File: src/rtl/multicycle_control_unit.sv
// Main control FSM of the multi-cycle CPU: sequences IF/ID/EXE/MEM/WB and decodes datapath controls.
// Optional CU_ILLEGAL_OP_EN adds a sticky IllegalOp output and halts on undefined opcodes.
module multicycle_control_unit #(
    parameter int unsigned    OPW     = 6,
    parameter logic [OPW-1:0] HALT_OP = OPW'(6'b111111)
) (
    input  logic           CLK,
    input  logic           Reset,
    input  logic [OPW-1:0] Op,
    input  logic           Zero,
    input  logic           Sign,
    output logic           PCWre,
    output logic           IRWre,
    output logic [1:0]     PCSrc,
    output logic           ALUSrcA,
    output logic           ALUSrcB,
    output logic [2:0]     ALUOp,
    output logic           ExtSel,
    output logic           RegWre,
    output logic [1:0]     RegDst,
    output logic           WrRegDSrc,
    output logic           DBDataSrc,
    output logic           mRD,
    output logic           mWR
`ifdef CU_ILLEGAL_OP_EN
    ,
    output logic           IllegalOp
`endif
);

    localparam logic [OPW-1:0] OP_ADD   = OPW'(6'b000000);
    localparam logic [OPW-1:0] OP_SUB   = OPW'(6'b000001);
    localparam logic [OPW-1:0] OP_ADDIU = OPW'(6'b000010);
    localparam logic [OPW-1:0] OP_AND   = OPW'(6'b010000);
    localparam logic [OPW-1:0] OP_ANDI  = OPW'(6'b010001);
    localparam logic [OPW-1:0] OP_ORI   = OPW'(6'b010010);
    localparam logic [OPW-1:0] OP_XORI  = OPW'(6'b010011);
    localparam logic [OPW-1:0] OP_SLL   = OPW'(6'b011000);
    localparam logic [OPW-1:0] OP_SLT   = OPW'(6'b100110);
    localparam logic [OPW-1:0] OP_SLTIU = OPW'(6'b100111);
    localparam logic [OPW-1:0] OP_SW    = OPW'(6'b110000);
    localparam logic [OPW-1:0] OP_LW    = OPW'(6'b110001);
    localparam logic [OPW-1:0] OP_BEQ   = OPW'(6'b110100);
    localparam logic [OPW-1:0] OP_BNE   = OPW'(6'b110101);
    localparam logic [OPW-1:0] OP_BLTZ  = OPW'(6'b110110);
    localparam logic [OPW-1:0] OP_J     = OPW'(6'b111000);
    localparam logic [OPW-1:0] OP_JR    = OPW'(6'b111001);
    localparam logic [OPW-1:0] OP_JAL   = OPW'(6'b111010);

    localparam logic [2:0] ALU_ADD  = 3'b000;
    localparam logic [2:0] ALU_SUB  = 3'b001;
    localparam logic [2:0] ALU_SLL  = 3'b010;
    localparam logic [2:0] ALU_OR   = 3'b011;
    localparam logic [2:0] ALU_AND  = 3'b100;
    localparam logic [2:0] ALU_SLTU = 3'b101;
    localparam logic [2:0] ALU_SLT  = 3'b110;
    localparam logic [2:0] ALU_XOR  = 3'b111;

    localparam logic [1:0] PC_SEQ  = 2'b00;
    localparam logic [1:0] PC_BR   = 2'b01;
    localparam logic [1:0] PC_RS   = 2'b10;
    localparam logic [1:0] PC_JUMP = 2'b11;

    localparam logic [1:0] RD_RA = 2'b00;
    localparam logic [1:0] RD_RT = 2'b01;
    localparam logic [1:0] RD_RD = 2'b10;

    typedef enum logic [3:0] {
        S_IF, S_ID, S_EXE_AL, S_EXE_BR, S_EXE_LS, S_MEM, S_WB_AL, S_WB_LD, S_HALT
    } state_t;

    state_t state, next_state;

    logic       is_alu, is_br, is_ls, is_jmp, is_halt;
    logic       alu_src_a, alu_src_b, zext;
    logic [2:0] alu_op;
    logic [1:0] rd_sel;
    logic       take_br;

    // Opcode class and ALU-instruction field decode
    always_comb begin
        is_alu    = 1'b0;
        is_br     = 1'b0;
        is_ls     = 1'b0;
        is_jmp    = 1'b0;
        alu_src_a = 1'b0;
        alu_src_b = 1'b0;
        zext      = 1'b0;
        alu_op    = ALU_ADD;
        rd_sel    = RD_RD;
        case (Op)
            OP_ADD:   is_alu = 1'b1;
            OP_SUB:   begin is_alu = 1'b1; alu_op = ALU_SUB; end
            OP_ADDIU: begin is_alu = 1'b1; alu_src_b = 1'b1; rd_sel = RD_RT; end
            OP_AND:   begin is_alu = 1'b1; alu_op = ALU_AND; end
            OP_ANDI:  begin is_alu = 1'b1; alu_op = ALU_AND; alu_src_b = 1'b1; zext = 1'b1; rd_sel = RD_RT; end
            OP_ORI:   begin is_alu = 1'b1; alu_op = ALU_OR; alu_src_b = 1'b1; zext = 1'b1; rd_sel = RD_RT; end
            OP_XORI:  begin is_alu = 1'b1; alu_op = ALU_XOR; alu_src_b = 1'b1; zext = 1'b1; rd_sel = RD_RT; end
            OP_SLL:   begin is_alu = 1'b1; alu_op = ALU_SLL; alu_src_a = 1'b1; end
            OP_SLT:   begin is_alu = 1'b1; alu_op = ALU_SLT; end
            OP_SLTIU: begin is_alu = 1'b1; alu_op = ALU_SLTU; alu_src_b = 1'b1; zext = 1'b1; rd_sel = RD_RT; end
            OP_SW, OP_LW:            is_ls  = 1'b1;
            OP_BEQ, OP_BNE, OP_BLTZ: is_br  = 1'b1;
            OP_J, OP_JR, OP_JAL:     is_jmp = 1'b1;
            default: ;
        endcase
    end

    assign is_halt = (Op == HALT_OP);
    assign take_br = ((Op == OP_BEQ) & Zero) | ((Op == OP_BNE) & ~Zero) | ((Op == OP_BLTZ) & Sign);

    always_ff @(posedge CLK or posedge Reset) begin
        if (Reset) state <= S_IF;
        else       state <= next_state;
    end

    // Next state and per-state controls; everything is forced low while Reset is held
    always_comb begin
        next_state = state;
        PCWre      = 1'b0;
        IRWre      = 1'b0;
        PCSrc      = PC_SEQ;
        ALUSrcA    = 1'b0;
        ALUSrcB    = 1'b0;
        ALUOp      = ALU_ADD;
        ExtSel     = 1'b0;
        RegWre     = 1'b0;
        RegDst     = RD_RA;
        WrRegDSrc  = 1'b0;
        DBDataSrc  = 1'b0;
        mRD        = 1'b0;
        mWR        = 1'b0;
        if (!Reset) begin
            ExtSel = ~zext;
            case (state)
                S_IF: begin
                    IRWre      = 1'b1;
                    next_state = S_ID;
                end
                S_ID: begin
                    if (is_halt)     next_state = S_HALT;
                    else if (is_alu) next_state = S_EXE_AL;
                    else if (is_br)  next_state = S_EXE_BR;
                    else if (is_ls)  next_state = S_EXE_LS;
                    else if (is_jmp) begin
                        next_state = S_IF;
                        PCWre      = 1'b1;
                        PCSrc      = (Op == OP_JR) ? PC_RS : PC_JUMP;
                        if (Op == OP_JAL) begin
                            RegWre    = 1'b1;
                            RegDst    = RD_RA;
                            WrRegDSrc = 1'b0;
                        end
                    end else begin
`ifdef CU_ILLEGAL_OP_EN
                        next_state = S_HALT;
`else
                        next_state = S_IF;
                        PCWre      = 1'b1;
`endif
                    end
                end
                S_EXE_AL: begin
                    ALUSrcA    = alu_src_a;
                    ALUSrcB    = alu_src_b;
                    ALUOp      = alu_op;
                    next_state = S_WB_AL;
                end
                S_WB_AL: begin
                    ALUSrcA    = alu_src_a;
                    ALUSrcB    = alu_src_b;
                    ALUOp      = alu_op;
                    RegWre     = 1'b1;
                    RegDst     = rd_sel;
                    WrRegDSrc  = 1'b1;
                    PCWre      = 1'b1;
                    next_state = S_IF;
                end
                S_EXE_BR: begin
                    ALUOp      = ALU_SUB;
                    PCWre      = 1'b1;
                    PCSrc      = take_br ? PC_BR : PC_SEQ;
                    next_state = S_IF;
                end
                S_EXE_LS: begin
                    ALUOp      = ALU_ADD;
                    ALUSrcB    = 1'b1;
                    next_state = S_MEM;
                end
                S_MEM: begin
                    ALUSrcB = 1'b1;
                    if (Op == OP_LW) begin
                        mRD        = 1'b1;
                        next_state = S_WB_LD;
                    end else begin
                        mWR        = (Op == OP_SW);
                        PCWre      = 1'b1;
                        next_state = S_IF;
                    end
                end
                S_WB_LD: begin
                    ALUSrcB    = 1'b1;
                    RegWre     = 1'b1;
                    RegDst     = RD_RT;
                    WrRegDSrc  = 1'b1;
                    DBDataSrc  = 1'b1;
                    PCWre      = 1'b1;
                    next_state = S_IF;
                end
                S_HALT:  next_state = S_HALT;
                default: next_state = S_IF;
            endcase
        end
    end

`ifdef CU_ILLEGAL_OP_EN
    logic legal;
    logic illegal_q;

    assign legal = is_alu | is_br | is_ls | is_jmp | is_halt;

    // Sticky flag: set when an undefined opcode is decoded, cleared only by Reset
    always_ff @(posedge CLK or posedge Reset) begin
        if (Reset)                          illegal_q <= 1'b0;
        else if (state == S_ID && !legal)   illegal_q <= 1'b1;
    end

    assign IllegalOp = illegal_q;
`endif

endmodule

File: config.mk
export PLATFORM = sky130hd
export DESIGN_NAME = multicycle_control_unit
export DESIGN_NICKNAME = d
export VERILOG_FILES = /design/src/rtl/multicycle_control_unit.sv
export SDC_FILE = /design/constraint.sdc
export NUM_CORES = 1
export LEC_CHECK = 0
export CORE_AREA = 4 4 46 78
export CTS_CLUSTER_DIAMETER = 80
export DETAILED_ROUTE_END_ITERATION = 16
export DIE_AREA = 0 0 50 82
export PLACE_DENSITY_LB_ADDON = 0.15
export SYNTH_ARGS = -nofsm -noshare
export SYNTH_HDL_FRONTEND = slang
export SYNTH_SLANG_ARGS = --single-unit
File: constraint.sdc
create_clock -name CLK -period 3.5 [get_ports CLK]
set_input_delay 0.7 -clock CLK [delete_from_list [all_inputs] [get_ports CLK]]
set_output_delay 0.7 -clock CLK [all_outputs]
set_load 0.02 [all_outputs]
==> results.yml, run 1 <==
sta:
  tightest_slew_ns: 0.256
  hold_slack_ns: 0.658
  period_needed_ns: 3.38
  worst_clock_skew_ns: 0.000393
  max_slew_margin_pct: 82.9
  hold_viol: 0
  drv_slew: 0
  setup_viol: 0
  max_freq_mhz: 296
  rsz0062_at_grt: "false"
  final.period_utilization_pct: 96.6
grt:
  grt_use_met2_pct: 26.7
  grt_busiest_layer: "met2"
  grt_pass1_wl_um: 4280
  grt_max_degree: 15
  grt_use_met1_pct: 12.0
  grt_antenna_before_repair: 0
  groute.usage.overall_pct: 13.2
  use_met3_pct: 1.27
  grt_pass1_vias: 1042
  grt_overflow: 0
clock_tree:
  clockBufferDepth: 2
  clock_latency_ns: 0.22
  cts_hold_buf: 0
  cts-buffers-inserted: 3
  cts_tree: "yes"
  cts_sinks: 4
  cts_setup_buffers: 0
  cts_root_buf: "clkbuf_8"
  htree_levels: 1
  path_clk_slew_ns: 0.03
status:
  status: "complete, no violations"
floorplan:
  start_util_pct: 24.0
  dieArea_mm2: 0.00410
  fp.dieH_um: 82
  rows: 26
  placeableCoreArea_mm2: 0.00296
  fp.dieW_um: 50
  io_pins: 27
yosys:
  yosys.area.top_type_share_pct: 14.1
  synth_area_leader_cell: "dfrtp_1"
  synth_edf_count: 0
  synth_nets: 116
  synth-main-ff-cell: "dfrtp_1"
  ys_types: 40
  synth_area_um2: 709
  async_reset_ff_share_pct: 100
  synth-seq-area-share_pct: 14.1
  syn_avg_cell_area_um2: 6.69
  synth_seq_cells: 4
  syn_inst: 106
  synthTopCellsByArea: "dfrtp_1 (14%), nand2_1 (5.3%), nand2b_1 (5.3%)"
  synth_warnings: 0
placed_design:
  port_buffers: 26
  dpl-instance-area_mm2: 0.00118
  dp.cells: 191
  place.gp.congestion: 0.839
  dp.final_hpwl_um: 2170
route:
  routed_wl_um: 2590
  drc: 0
  num_vias: 965
  drtAntennaViolNets: 0
  drtIter0Drc: 16
  wire_per_inst_um: 13.3
  avgViaCountPerCell: 4.97
  drt_pass1_iterations: 4
hold_path:
  hold_class: "register to register"
  hold_depth: 2
power:
  p_per_area_mw_per_mm2: 399
  ir_worst_vdd_mv: 0.186
  leakagePower_nw: 0.613
layout:
  mostFrequentLayoutCells: "buf_4 (25), clkdlybuf4s50_1 (16), nor2_1 (10), nand2_1 (10)"
  final-seq-area_um2: 100
  antenna_cells: 0
  multi_input_area_um2: 564
  drive_above_1_share_pct: 22.4
  final_common_cell: "buf_4"
  stdcell_area_mm2: 0.00123
  nFillCells: 307
  largest_reg_flops: 4
  fin_cells: 194
  nets: 164
  largest-register: "state"
  area_growth_syn_to_layout_pct: 74.1
  reg_top3: "state x4"
worst_setup_path:
  critPathKind: "input pin to output port"
  cp-start-kind: "input pin"
  rr_worst_depth: 5
  required_ns: 2.80
  cp-end-kind: "output port"
  cp.arrival_ns: 2.68
  crit_path_max_fanout: 5
  rrSetupSlack_ns: 1.86
job:
  drv_cap: 0
-- repair_timing --
action | CTS | global route
pin swaps | 0 | 1
gates resized for setup | 3 | 8
setup endpoints to repair | 3 | 8
-- cell usage after synthesis (3+ instances only) --
| cell | instances |
|---|---|
| nand2_1 | 10 |
| nor2_1 | 10 |
| clkbuf_1 | 8 |
| a21oi_1 | 7 |
| nand2b_1 | 6 |
| nand3_1 | 6 |
| nor3_1 | 6 |
| dfrtp_1 | 4 |
| inv_1 | 4 |
| o21ai_0 | 4 |
| nor2b_1 | 3 |
-- worst paths after layout --
kind                                         to                  from
max in group asynchronous  state[0]$_DFFE_PP0N_                 Reset
max reg2reg                state[2]$_DFFE_PP0N_  state[3]$_DFFE_PP0N_
min in group asynchronous  state[2]$_DFFE_PP0N_                 Reset
min                        state[3]$_DFFE_PP0N_  state[1]$_DFFE_PP0N_
min reg2reg                state[3]$_DFFE_PP0N_  state[1]$_DFFE_PP0N_
max                                   RegDst[1]                 Op[2]
-- worst max-delay path, cell delays in order --
cell and delay (ns):
clkdlybuf4s50_1 0.43, buf_4 0.17, or2_2 0.33, nand2b_1 0.20, a21oi_1 0.23, nor2_1 0.07, clkdlybuf4s50_1 0.54
-- cells by family (layout without fill, tap and decap cells) --
kind of cell           count (synthesis)  count (layout)  synth area share [%]
XOR/XNOR                               2               2                  2.47
flip-flops                             4               4                  14.1
buffers and inverters                 12              58                  6.35
AO/OA/AOI/OAI                         31              31                  32.1
AND/OR/NAND/NOR                       57              57                  45.0
-- routing by layer --
layer | routed length [um] | up-vias
met5 | 0 | -
met4 | 95 | 0
met3 | 63 | 8
met2 | 1440 | 19
met1 | 990 | 449
li1 | - | 489
-- stage by stage --
step / utilization (%) / TNS [ns] / power [mW] / worst slack (ns)
CTS: 41.1 / 0 / 0.497 / 0.0192
global placement: 39.9 / -0.171 / 0.396 / -0.114
global route: 41.7 / 0 / 0.533 / 0.0534
finish: 41.7 / 0 / 0.493 / 0.119
floorplan: - / 0 / 0.265 / 0.590
detailed placement: 39.9 / -0.252 / 0.397 / -0.153
-- layout make-up --
type	instances	share of cell area (%)
clock buffers	3	3.34
inverters	4	1.22
multi-input cells	90	45.7
flip-flops and latches	4	8.11
well taps	42	4.26
repair buffers	51	37.4
-- report_power, final --
part / switching [mW] / internal (mW) / total [mW]
Clock: 0.0238 / 0.0733 / 0.0971
Sequential: 0.0123 / 0.0628 / 0.0751
Combinational: 0.172 / 0.148 / 0.320
No activity file was read; power rests on OpenSTA's default activity.
==> inputs of run 2 (changes only) <==
ABC_AREA = 1   (was unset)
CORE_AREA = 4 4 45 77   (was 4 4 46 78)
DIE_AREA = 0 0 49 81   (was 0 0 50 82)
==> results.yml, run 2 <==
worst_setup_path:
  cp-end-kind: "output port"
  critPathKind: "input pin to output port"
  cp.arrival_ns: 2.65
  crit_path_max_fanout: 5
  crit_start: "Op[2]"
  cp-start-kind: "input pin"
  reg2reg_from: "state[3]$_DFFE_PP0N_"
  required_ns: 2.80
route:
  avgViaCountPerCell: 4.95
  routed_wl_um: 2560
  dr_wl_met2_um: 1490
  wl_met1_um: 867
  num_vias: 950
  top_layer_used: "met4"
  drtIter0Drc: 29
  wl_met3_um: 102
  drtAntennaViolNets: 0
  drc: 0
  wire_per_inst_um: 13.3
  drt_pass1_iterations: 4
yosys:
  synthTopCellsByArea: "nand2_1 (17%), nor2_1 (15%), dfrtp_1 (15%)"
  yosysMostFrequentCell: "nand2_1"
  synth_nets: 144
  synthTopCellsByCount: "nand2_1 (31), nor2_1 (28), inv_1 (23), nand3_1 (15), o21ai_0 (9)"
  synth-main-ff-cell: "dfrtp_1"
  ys_types: 21
  syn_avg_cell_area_um2: 5.11
  yosys.area.top_type_share_pct: 17.0
  synth-seq-area-share_pct: 14.6
  syn_inst: 134
  synth_warnings: 0
  synth_area_leader_cell: "nand2_1"
  synth_seq_cells: 4
  async_reset_ff_share_pct: 100
  synth_area_um2: 684
  synth_edf_count: 0
power:
  leakagePower_nw: 0.524
  netSwitchingPower_uw: 162
  ir_worst_vdd_mv: 0.150
  p_per_area_mw_per_mm2: 362
  p_sw_share_pct: 43.5
  p_int_uw: 210
  comb_power_share_pct: 54.1
  pwr-share-seq_pct: 20.4
  clkPwrFrac_pct: 25.5
layout:
  largest_reg_flops: 4
  area_growth_syn_to_layout_pct: 50.1
  nFillCells: 333
  mostFrequentLayoutCells: "nand2_1 (31), nor2_1 (28), clkdlybuf4s50_1 (25)"
  antenna_cells: 0
  final_common_cell: "nand2_1"
  drive_above_1_share_pct: 6.10
  final-seq-area_um2: 100
  nets: 176
  largest-register: "state"
  reg_top3: "state x4"
  multi_input_area_um2: 475
sta:
  finalSetupTns_ns: 0
  worst_clock_skew_ns: 0.000524
  tightest_slew_ns: 0.413
  hold_viol: 0
  max_freq_mhz: 299
  hold_slack_ns: 0.546
  setup_viol: 0
  rsz0062_at_grt: "false"
  final.period_utilization_pct: 95.7
  max_slew_margin_pct: 72.3
  period_needed_ns: 3.35
  drv_slew: 0
floorplan:
  fp.dieH_um: 81
  fp.dieW_um: 49
  dieArea_mm2: 0.00397
  rows: 26
  io_pins: 27
  start_util_pct: 23.9
  placeableCoreArea_mm2: 0.00286
clock_tree:
  cts_sinks: 4
  clockBufferDepth: 2
  clock_latency_ns: 0.21
  path_clk_slew_ns: 0.03
  cts_tree: "yes"
  htree_levels: 1
  post_cts_resized: 0
  cts_root_buf: "clkbuf_8"
  cts_hold_buf: 0
  cts_setup_buffers: 0
  cts-buffers-inserted: 3
grt:
  grt_pass1_wl_um: 4270
  grt_overflow: 0
  grt_max_degree: 12
  grt_pass1_vias: 1010
  groute.usage.overall_pct: 13.7
  grt_antenna_before_repair: 0
placed_design:
  place.gp.congestion: 0.891
  dp.final_hpwl_um: 2190
  port_buffers: 26
hold_path:
  hp-start: "state[1]$_DFFE_PP0N_"
  hold_class: "register to register"
job:
  drv_cap: 0
status:
  status: "complete, no violations"
## run 2: cell count changes after synthesis, sizes merged, moves of 3 or more
| cell | previous run | this run |
|---|---|---|
| inv | 4 | 24 |
| nand2b | 6 | 0 |
| o21ai | 4 | 9 |
| nand2 | 10 | 31 |
| nor2 | 10 | 30 |
| nand3 | 6 | 15 |
| clkbuf | 8 | 1 |
| nor2b | 3 | 0 |
## run 2: cells by family after synthesis
group,count (synthesis),share of synthesized area (%)
buffers and inverters,26,15.9
AND/OR/NAND/NOR,84,53.0
flip-flops,4,14.6
AO/OA/AOI/OAI,20,16.5
## run 2: critical path: stages
cell and delay (ns):
clkdlybuf4s50_1 0.55, inv_1 0.06, nor2_1 0.20, nand3_1 0.18
nand3_1 0.15, nand2_1 0.06, a21oi_1 0.12, clkdlybuf4s50_1 0.62
## run 2: final cells by class
type | count | share of cell area (%)
repair buffers | 29 | 27.8
clock buffers | 3 | 4.02
inverters | 24 | 8.77
multi-input cells | 104 | 46.3
well taps | 28 | 3.41
flip-flops and latches | 4 | 9.74
## run 2: stage by stage
| stage | total power, mW | cell area [um2] | instances | util (%) | setup WS [ns] |
|---|---|---|---|---|---|
| floorplan | 0.205 | 684 | 134 | - | 1.13 |
| global placement | 0.280 | 983 | 189 | 34.4 | 0.0199 |
| detailed placement | 0.278 | 983 | 189 | 34.4 | 0.0367 |
| CTS | 0.378 | 1020 | 192 | 35.8 | 0.0319 |
| global route | 0.410 | 1030 | 192 | 35.9 | 0.0103 |
| finish | 0.372 | 1030 | 192 | 35.9 | 0.152 |
## run 2: per-layer routing
metal,global-route usage [%],vias up
met1,11.2,428
met2,28.1,27
li1,-,485
met4,9.43,0
met5,0,-
met3,2.39,10
## run 2: power groups by stage
stage,Sequential (mW),Combinational (mW),Clock (mW)
2_1_floorplan,0.0699,0.135,0
3_3_place_gp,0.0761,0.204,0
3_5_place_dp,0.0746,0.204,0
4_1_cts,0.0756,0.203,0.0988
5_1_grt,0.0783,0.227,0.104
6_report,0.0760,0.201,0.0949
## run 2: worst paths after layout
kind,end,slack (ns),cells after the start
hold reg to reg,state[1]$_DFFE_PP0N_,0.55,2
max in group asynchronous,state[0]$_DFFE_PP0N_,2.44,3
setup reg to reg,state[0]$_DFFE_PP0N_,2.04,7
min in group asynchronous,state[3]$_DFFE_PP0N_,0.93,3
setup / recovery,ALUSrcB,0.15,8
hold / removal,state[1]$_DFFE_PP0N_,0.55,2
==> inputs of run 3 (changes only) <==
SKIP_CTS_REPAIR_TIMING = 1   (was unset)
SKIP_LAST_GASP = 1   (was unset)
==> results of run 3 <==
No change in the layout: final DEF, timing and power equal those of run 2.
==> RTL edit 1: new RTL, settings of run 2 <==
Encoding of `state_t`: now one-hot (9 bits for 9 states).
--- a/src/rtl/multicycle_control_unit.sv
+++ b/src/rtl/multicycle_control_unit.sv
@@ -65,8 +65,8 @@
     localparam logic [1:0] RD_RT = 2'b01;
     localparam logic [1:0] RD_RD = 2'b10;
 
-    typedef enum logic [3:0] {
-        S_IF, S_ID, S_EXE_AL, S_EXE_BR, S_EXE_LS, S_MEM, S_WB_AL, S_WB_LD, S_HALT
+    typedef enum logic [8:0] {
+        S_IF = 9'b000000001, S_ID = 9'b000000010, S_EXE_AL = 9'b000000100, S_EXE_BR = 9'b000001000, S_EXE_LS = 9'b000010000, S_MEM = 9'b000100000, S_WB_AL = 9'b001000000, S_WB_LD = 9'b010000000, S_HALT = 9'b100000000
     } state_t;
 
     state_t state, next_state;
Function: no difference found for any inputs over 10 cycles, from zero or initial values and one cycle with Reset high; not proved beyond that.
==> RTL edit 1 against run 2 <==
Cell area is 37% higher. Synthesized area rose by 50%. Maximum frequency decreased by 0.67%. Total power increased by 2.7%. Utilization up 13 points. Clock power grew 29%. Setup slack got worse by 0.022 ns. Sequential cell count up 5. Routed wire length grew 25%. Critical path type unchanged. Largest cell class unchanged.
==> RTL edit 1: results (changes against run 2) <==
cts.clk_slew.worst_paths_ns: 0.05  # was 0.03 ns
crit_fanout: 7  # was 5
drtIter0Drc: 27  # was 29
htree_levels: 1  # unchanged
drive_gt1_share_pct: 16.1  # was 6.10%
dpl.hpwl_mm: 2.74  # was 2.19 mm
synth_fp_nets: 188  # was 144
hp-class: "flip-flop to flip-flop"  # unchanged
vdd_ir_drop_max_uv: 170  # was 150 µV
synth.distinct_cells: 25  # was 21
synthArstFlopShare_pct: 100  # unchanged
ys_warn_count: 0  # unchanged
grt_max_degree: 13  # was 12
drc: 0  # unchanged
cts_setup_buffers: 0  # unchanged
regArea_um2: 226  # was 100 µm²
status: "completed"  # unchanged
nNetsFinal: 222  # was 176
grt_pass1_vias: 1325  # was 1010
synth_compound_area_share_pct: 13.2  # was 16.5%
yosys-top-cells-area: "dfrtp_1, nand2_1, inv_1, nor2_1, nand3_1"  # was nand2_1, nor2_1, dfrtp_1, inv_1, nand3_1
grt_use_total_pct: 16.8  # was 13.7%
maxSlewHeadroom_pct: 78.2  # was 72.3%
fin_skew_ns: 0.00208  # was 0.000524 ns
muxShareOfSynthArea_pct: 0  # unchanged
cts_root_buffer: "clkbuf_8"  # unchanged
n_fill_cell: 316  # was 333
first_pass_iters: 4  # unchanged
synth_fa_ha_area_share_pct: 0  # unchanged
worstPathArrival_ns: 2.67  # was 2.65 ns
clk_latency_ns: 0.23  # was 0.21 ns
placed_area_um2: 1350  # was 983 µm²
routabilityCongestion: 0.846  # was 0.891
synthTopCellsByCount: "nand2_1, inv_1, nor2_1, nand3_1, nor2_2"  # was nand2_1, nor2_1, inv_1, nand3_1, o21ai_0
portBuffers: 26  # unchanged
p_leak_nw: 0.741  # was 0.524 nW
synth-xor-area-share_pct: 0  # unchanged
pre_cts_ws_ns: -0.0772  # was 0.0367 ns
antenna_cells: 0  # unchanged
antenna_found_initial: 0  # unchanged
cts_buffers: 3  # unchanged
wl_per_cell_um: 13.4  # was 13.3 µm
fin_cells: 239  # was 192
clk_path_buf_depth: 2  # unchanged
reg_top3: "state (9)"  # was state (4)
synthCells: 178  # was 134
yosysSeqAreaShare_pct: 22.1  # was 14.6%
vias: 1246  # was 950
grt_pass1_wl_mm: 5.33  # was 4.27 mm
ys.flop_type: "dfrtp_1"  # unchanged
## RTL edit 1: worst max-delay path, cell delays in order
cell,delay (ns)
clkdlybuf4s50_1,0.47
nor2_2,0.26
nand2_1,0.14
o21ai_2,0.22
nor2_2,0.09
o21ai_0,0.16
clkdlybuf4s50_1,0.63
## RTL edit 1: layout make-up
| type | count | area share, % |
|---|---|---|
| clock buffers | 4 | 3.20 |
| well taps | 28 | 2.49 |
| multi-input cells | 132 | 47.2 |
| repair buffers | 31 | 21.7 |
| inverters | 35 | 9.33 |
| flip-flops and latches | 9 | 16.1 |
## RTL edit 1: routing by layer
metal  GRT usage [%]  vias to the layer above  share of wire [%]
li1                -                      635                  -
met1            15.1                      564                 35
met2            35.1                       39                 58
met3            2.20                        8                4.3
met4            8.36                        0                2.8
met5               0                        -                  0
## RTL edit 1: final timing paths
| kind | to | depth (start not counted) | slack, ns | start |
|---|---|---|---|---|
| worst max-delay path | RegDst[0] | 7 | 0.13 | Op[2] |
| worst min-delay path | state[5] | 2 | 0.58 | state[5] |
| worst max register to register | state[0] | 9 | 1.96 | state[7] |
| worst min register to register | state[5] | 2 | 0.58 | state[5] |
| max in group asynchronous | state[0] | 3 | 2.21 | Reset |
| min in group asynchronous | state[8] | 3 | 1.06 | Reset |
## RTL edit 1: what timing repair did
item	4_1_cts	5_1_grt
hold endpoints to repair	0	0
cloned	0	0
resized for setup	3	5
pin swaps	0	0
endpoints found under the setup margin	4	8
## RTL edit 1: report_power, final
group / total [mW] / switching (mW) / internal, mW / leakage, nW
Combinational: 0.133 / 0.0840 / 0.0492 / 0.600
Sequential: 0.126 / 0.00992 / 0.117 / 0.118
Clock: 0.122 / 0.0428 / 0.0796 / 0.0228
Total: 0.382 / 0.137 / 0.245 / 0.741
==> RTL edit 2: new RTL, settings of run 2 <==
Made on the original files. The option `CU_ILLEGAL_OP_EN` is turned on by a define.
--- a/src/rtl/multicycle_control_unit.sv
+++ b/src/rtl/multicycle_control_unit.sv
@@ -1,5 +1,7 @@
 // Main control FSM of the multi-cycle CPU: sequences IF/ID/EXE/MEM/WB and decodes datapath controls.
 // Optional CU_ILLEGAL_OP_EN adds a sticky IllegalOp output and halts on undefined opcodes.
+`define CU_ILLEGAL_OP_EN
+
 module multicycle_control_unit #(
     parameter int unsigned    OPW     = 6,
     parameter logic [OPW-1:0] HALT_OP = OPW'(6'b111111)
Behaviour (old outputs only; new: IllegalOp): not the same (a bounded check fails within 4 cycles, from zero or initial values and one cycle with Reset high).
==> RTL edit 2 against run 2 <==
Global-route usage grew 0.45 points. Total power grew 19%. Cell area grew 9.5%. Critical path depth is the same. Maximum frequency up 1.0%. Setup slack better by 0.034 ns. Routed wire length increased by 0.12%. Clock power is 12% higher. Sequential cell count rose by 1. Synthesized area rose by 12%. Worst hold slack got worse by 0.085 ns. Clock skew is 0.0022 ns higher. First-iteration DRC count is 24% lower. Largest cell class unchanged. Highest routed layer unchanged.
==> RTL edit 2: results (changes against run 2) <==
crit_start: "Op[3]"  # was Op[2]
muxShareOfSynthArea_pct: 0  # unchanged
worstSetupEndpoint: "ALUOp[0]"  # was ALUSrcB
grtUsageMet3_pct: 1.47  # was 2.39%
grtUsageMet1_pct: 12.2  # was 11.2%
n_fill_cell: 324  # was 333
switchingPower_mw: 0.202  # was 0.162 mW
grt_pass1_vias: 1048  # was 1010
routabilityCongestion: 0.931  # was 0.891
r2r-start: "state[3]"  # unchanged
p_total_mw: 0.442  # was 0.372 mW
synth.distinct_cells: 24  # was 21
rrSetupSlack_ns: 2.18  # was 2.04 ns
maxSlewHeadroom_pct: 79.1  # was 72.3%
wl_met3_um: 80  # was 102 µm
synthTopCellsByCount: "nand2_1, nor2_1, inv_1, nand3_1, inv_2"  # was nand2_1, nor2_1, inv_1, nand3_1, o21ai_0
drtIter0Drc: 22  # was 29
cts_resized: 0  # unchanged
yosysSeqAreaShare_pct: 16.4  # was 14.6%
p_leak_nw: 0.531  # was 0.524 nW
timing.hold.ws_ns: 0.461  # was 0.546 ns
synthArstFlopShare_pct: 100  # unchanged
clk_path_buf_depth: 2  # unchanged
nNetsFinal: 184  # was 176
ys.flop_type: "dfrtp_1"  # unchanged
cts_root_buffer: "clkbuf_8"  # unchanged
met2_usage_pct: 28.5  # was 28.1%
vias: 987  # was 950
synth-edff-count: 0  # unchanged
largest_register_ffs: 4  # unchanged
hp-start: "IllegalOp"  # was state[1]
worstPathArrival_ns: 2.61  # was 2.65 ns
min_to: "IllegalOp"  # was state[1]
met2_length_mm: 1.49  # about the same
antenna_cells: 0  # unchanged
portBuffers: 27  # was 26
crit_fanout: 7  # was 5
clk_latency_ns: 0.22
htree_levels: 1  # unchanged
status: "completed"  # unchanged
met1_length_um: 883  # was 867 µm
fin_skew_ns: 0.00272  # was 0.000524 ns
synth_fp_nets: 151  # was 144
regMostFlops: "state"  # unchanged
pre_cts_ws_ns: 0.109  # was 0.0367 ns
synth_fa_ha_area_share_pct: 0  # unchanged
highest_layer: "met4"  # unchanged
drive_gt1_share_pct: 18.5  # was 6.10%
hold_depth: 2  # unchanged
fin_ws_ns: 0.186  # was 0.152 ns
grt_use_total_pct: 14.2  # was 13.7%
routed_wirelength_mm: 2.56  # about the same
cts_buffers: 3  # unchanged
dpl.hpwl_mm: 2.23  # was 2.19 mm
hp-class: "flip-flop to flip-flop"  # unchanged
regToRegEndpoint: "state[3]"  # was state[0]
yosys-top-cells-area: "nand2_1, dfrtp_1, nor2_1, nand3_1, inv_1"  # was nand2_1, nor2_1, dfrtp_1, inv_1, nand3_1
vdd_ir_drop_max_uv: 178  # was 150 µV
synth_compound_area_share_pct: 13.1  # was 16.5%
grt_pass1_wl_mm: 4.40  # was 4.27 mm
[RTL edit 2: per-stage QoR]
stage	cells	instance area [µm²]	util, %
after global routing	201	1120	39.3
after global placement	197	1070	37.5
final	201	1120	39.3
after CTS	201	1120	39.1
after detailed placement	197	1070	37.5
after floorplan	141	764	-
[RTL edit 2: power groups by stage]
stage / clock network, mW / logic [mW] / registers [mW]
detailed placement: 0 / 0.235 / 0.100
floorplan: 0 / 0.160 / 0.0954
global placement: 0 / 0.234 / 0.101
CTS: 0.110 / 0.235 / 0.101
finish: 0.106 / 0.234 / 0.102
global route: 0.117 / 0.261 / 0.105
[RTL edit 2: layout make-up]
class,count,area share (%)
clock buffer,4,4.00
inverter,25,8.34
multi-input combinational,109,47.4
sequential,5,11.1
tap,28,3.11
timing repair buffer,30,26.0
[RTL edit 2: critical path: stages]
cell	delay (ns)
clkdlybuf4s50_1	0.50
nor2_4	0.23
and2_1	0.18
inv_2	0.05
o21ai_1	0.12
o21ai_1	0.08
a21oi_1	0.12
clkdlybuf4s50_1	0.62
